`config.mk`:
```
export PLATFORM = sky130hd
export DESIGN_NAME = equalize_lut
export DESIGN_NICKNAME = d
export VERILOG_FILES = /design/src/rtl/equalize_lut.sv
export SDC_FILE = /design/constraint.sdc
export NUM_CORES = 2
export LEC_CHECK = 0
export ABC_AREA = 1
export CELL_PAD_IN_SITES_DETAIL_PLACEMENT = 0
export CELL_PAD_IN_SITES_GLOBAL_PLACEMENT = 1
export CORE_MARGIN = 5
export CORE_UTILIZATION = 51
export DETAILED_ROUTE_END_ITERATION = 10
export PLACE_DENSITY = 0.95
export SYNTH_ARGS = -nofsm -noshare
export SYNTH_HDL_FRONTEND = slang
export SYNTH_SLANG_ARGS = --single-unit
export TNS_END_PERCENT = 30
```
`constraint.sdc`:
```
create_clock -name clock -period 29.7 [get_ports clock]
set_clock_uncertainty 0.2 [all_clocks]
set_input_delay 5.94 -clock clock [delete_from_list [all_inputs] [get_ports clock]]
set_output_delay 5.94 -clock clock [all_outputs]
set_load 0.05 [all_outputs]
```
`src/rtl/equalize_lut.sv`:
```
// rtl/equalize_lut.sv - histogram-to-LUT equalization stage
// Reads 64 histogram words, accumulates the CDF, scales to 8-bit levels, writes 16 packed LUT words.
module equalize_lut #(
  parameter logic [14:0] CountBaseAddress     = 15'h000,
  parameter logic [14:0] EqualizedBaseAddress = 15'h000,
  parameter logic [6:0]  NumCountWords        = 7'd64,
  parameter logic [15:0] ScaleMul             = 16'd13926,
  parameter logic [4:0]  ScaleShift           = 5'd24
) (
  input  logic         clock,
  input  logic         reset,
  input  logic [1:0]   Control,
  input  logic [127:0] ReadBusScratch,
  output logic [15:0]  ReadAddressScratch,
  output logic [15:0]  WriteAddressScratch,
  output logic [127:0] WriteBusScratch,
  output logic         WriteEnableScratch,
  output logic         flag
);

  typedef enum logic [1:0] {Idle = 2'd0, Read = 2'd1, Drain = 2'd2, Done = 2'd3} stateType;

  typedef struct packed {
    stateType        state;
    logic [15:0]     readAddress;
    logic [6:0]      readCount;
    logic            addrValid;
    logic [5:0]      addrWord;
    logic            dataValid;
    logic [5:0]      dataWord;
    logic [31:0]     acc;
    logic [3:0][31:0] cdf;
    logic            cdfValid;
    logic [5:0]      cdfWord;
    logic [127:0]    packBuffer;
    logic            packPending;
    logic [3:0]      packGroup;
    logic            writeEnable;
    logic            writeLast;
    logic [15:0]     writeAddress;
    logic [127:0]    writeBus;
    logic            flag;
  } regsType;

  regsType r;

  logic [15:0]      readBase;
  logic [15:0]      writeBase;
  logic [31:0]      running;
  logic [3:0][31:0] cdfNext;
  logic [127:0]     packNext;

  assign readBase  = {Control[1], CountBaseAddress};
  assign writeBase = {Control[1], EqualizedBaseAddress};

  function automatic logic [7:0] scaleLevel(input logic [31:0] cdf);
    logic [47:0] product;
    logic [47:0] shifted;
    product = 48'(cdf) * 48'(ScaleMul) + (48'd1 << (ScaleShift - 5'd1));
    shifted = product >> ScaleShift;
    scaleLevel = (shifted > 48'd255) ? 8'hFF : shifted[7:0];
  endfunction

  // Chained add: each bin's CDF includes every earlier bin of the same word.
  always_comb begin
    running = r.acc;
    for (int i = 0; i < 4; i++) begin
      running    = running + ReadBusScratch[32*i +: 32];
      cdfNext[i] = running;
    end
  end

  always_comb begin
    packNext = r.packBuffer;
    for (int i = 0; i < 4; i++)
      packNext[{r.cdfWord[1:0], 2'(i), 3'b000} +: 8] = scaleLevel(r.cdf[i]);
  end

  // Dropping the run enable behaves like a synchronous reset so an aborted run leaves nothing behind.
  always_ff @(posedge clock or posedge reset) begin
    if (reset) begin
      r <= '0;
    end else if (!Control[0]) begin
      r <= '0;
    end else begin
      r.addrValid <= 1'b0;
      unique case (r.state)
        Idle: begin
          r.readAddress <= readBase;
          r.readCount   <= 7'd1;
          r.addrValid   <= 1'b1;
          r.addrWord    <= 6'd0;
          r.state       <= Read;
        end
        Read: begin
          r.readAddress <= readBase + 16'(r.readCount);
          r.readCount   <= r.readCount + 7'd1;
          r.addrValid   <= 1'b1;
          r.addrWord    <= r.readCount[5:0];
          if (r.readCount == NumCountWords - 7'd1)
            r.state <= Drain;
        end
        Drain: begin
          if (r.writeEnable && r.writeLast) begin
            r.state <= Done;
            r.flag  <= 1'b1;
          end
        end
        Done: r.flag <= 1'b1;
        default: r.state <= Idle;
      endcase

      r.dataValid <= r.addrValid;
      r.dataWord  <= r.addrWord;

      r.cdfValid <= r.dataValid;
      r.cdfWord  <= r.dataWord;
      if (r.dataValid) begin
        r.cdf <= cdfNext;
        r.acc <= cdfNext[3];
      end

      r.packPending <= r.cdfValid && (r.cdfWord[1:0] == 2'd3);
      r.packGroup   <= r.cdfWord[5:2];
      if (r.cdfValid)
        r.packBuffer <= packNext;

      r.writeEnable <= r.packPending;
      r.writeLast   <= r.packPending && (r.packGroup == 4'd15);
      if (r.packPending) begin
        r.writeAddress <= writeBase + 16'(r.packGroup);
        r.writeBus     <= r.packBuffer;
      end
    end
  end

  assign ReadAddressScratch  = r.readAddress;
  assign WriteAddressScratch = r.writeAddress;
  assign WriteBusScratch     = r.writeBus;
  assign WriteEnableScratch  = r.writeEnable;
  assign flag                = r.flag;

endmodule

```
==> out/qor.csv <==
metric,value,unit
std_cell_rows,124,
die_h,350,microns
hold_viol,0,
first_pass_iters,6,
arrival,13.39,ns
hp-start,r[452]$_DFF_PP0_,
post_cts_buffers,0,
hpwlAfterDp,159000,microns
rsz0062_at_grt,no,
r2r-start,r[415]$_DFFE_PP0P_,
hold_buffers,0,
crit_required,29.97,ns
synth_ff_type,dfrtp_1,
io_pins,294,
fmax,0.0762,GHz
num-fill-cells,10800,
clk_path_buf_depth,3,
port_buffers,274,
synthTopCellsByArea,"fa_1, dfrtp_1, ha_1",
grt_antenna_before_repair,10,
cp_slowest_cell,o31ai_1,
slowest_delay,0.56,ns
path_class,in2reg,
period_share,0.442,
routedWlPerCell,19.8,microns
finalNonFillerCells,9381,
maxSlewHeadroom,0.225,
synth_top_cell_by_area,fa_1,
coreArea,115000,sq um
dp_cells,9290,
wl,186000,microns
clkLatencyLatePin,0.61,ns
vias_per_cell,5.35,
ys_seq_area_frac,0.182,
syn_to_final_growth,8.48,%
synth_area_per_cell,7.63,sq um
cts.sinks,429,
drc,0,
fp.dieW,350,microns
antenna_left,0,
crit_start,ReadBusScratch[0],
drtIter0Drc,3996,
tightest_slew,1.16,ns
synthArstFlopShare,1.00,
netlist_instances,7717,
crit_path_frequent_cell,nand2_1,
fin_ws,16.58,ns
grt_pass1_wl,291000,microns
post-place-ws,16.12,ns
status,completed,
start_util,0.514,
cts_buffers,47,
finalNetCount,9197,
die_area,122000,sq um
htreeDepth,2,
synth_cell_types,57,
cp_max_fo,6,
cap_violations,0,
synth_edf_count,0,
period_minus_slack,13.12,ns
cp-start-kind,primary input,
vias,50200,
final.setup.tns,0,ns
hp-class,reg2reg,
setup_viol,0,
ys_warn_count,0,
grt_max_degree,84,
post_cts_resized,0,
slew_violations,0,
cts_tree,built,
critPathCaptureType,register,
ys_ff_latch,429,
gp_congestion,0.973,
drive_gt1_frac,0.0364,
grt_overflow_total,0,
clkTransAtPathRegs,0.06,ns
grt_pass1_vias,51400,
post-synth-top-count-cell,nand2_1,
synth_commonest_cells,"nand2_1, inv_1, fa_1",
yosysTopAreaCellShare,0.223,
cts_root_buffer,clkbuf_16,
grt_usage,0.305,
syn_area,58800,sq um
-- flip-flops by register name (all words and copies together) (netlist names) --
register and cells:
WriteEnableScratch 1, r 286, WriteBusScratch 128, flag 1, ReadAddressScratch 8, WriteAddressScratch 5
-- final timing paths --
kind / endpoint / slack (ns) / cells past startpoint
max in group asynchronous: WriteBusScratch[5]$_DFFE_PP0P_ / 20.51 / 5
setup / recovery: r[445]$_DFFE_PP0P_ / 16.58 / 43
hold reg to reg: r[285]$_DFF_PP0_ / 0.24 / 2
hold / removal: r[285]$_DFF_PP0_ / 0.24 / 2
setup reg to reg: r[445]$_DFFE_PP0P_ / 21.80 / 42
min in group asynchronous: r[314]$_DFFE_PP0P_ / 5.60 / 2
-- per-stage QoR --
| step | util | hold WS (ns) | area [sq um] |
|---|---|---|---|
| after floorplan | - | 0.213 | 58900 |
| after global placement | 0.543 | 0.216 | 62200 |
| after detailed placement | 0.543 | 0.223 | 62200 |
| after CTS | 0.557 | 0.239 | 63800 |
| after global routing | 0.557 | 0.263 | 63800 |
| final | 0.558 | 0.237 | 63800 |
-- cell type report --
type | count | area [sq um] | area share
Multi-Input combinational cell | 5399 | 40500 | 0.634
Sequential cell | 429 | 10700 | 0.168
Inverter | 1652 | 6210 | 0.0973
Timing Repair Buffer | 298 | 2920 | 0.0457
Tap cell | 1512 | 1890 | 0.0296
Clock buffer | 69 | 1350 | 0.0211
Clock inverter | 18 | 275 | 0.00431
Antenna cell | 4 | 10.0 | 0.000157
-- layout by cell type (no fill, tap or decap), drive strengths merged, types with 61 or more instances in the layout --
master / instances
xor2: 129
fa: 655
a22o: 61
inv: 1650
o21ai: 377
a21oi: 331
nand4: 122
dfrtp: 429
nor2: 503
nand3: 450
clkdlybuf4s50: 273
ha: 583
clkbuf: 69
nand2: 1916
-- worst max-delay path, delay by kind of cell --
kind                       cells  cell delay [ns]
AOI/OAI and AO/OA              9             2.03
xor gates and xnor gates       3             0.73
buffers and inverters          5             0.69
adders and majority gates      5             1.49
and+or+nand+nor               21             2.46
-- routing by layer --
layer  share of wire  vias up  GRT usage
met5         0.00018        -          0
met1            0.43    24200      0.419
met4           0.038        4     0.0983
met2            0.45     1624      0.496
met3           0.074      294     0.0501
li1                -    24100          -
-- cells by family after synthesis --
kind of cell,Yosys count,share of synthesized area
AOI/OAI and AO/OA,896,0.0854
xor gates and xnor gates,167,0.0250
adders and majority gates,1238,0.347
buffers and inverters,1907,0.132
DFF,429,0.182
other,1,0.0000637
and+or+nand+nor,3079,0.228
Power is left out: the tool's default activity adds up to more than one toggle a clock period on the data nets, which glitch-free logic cannot reach.
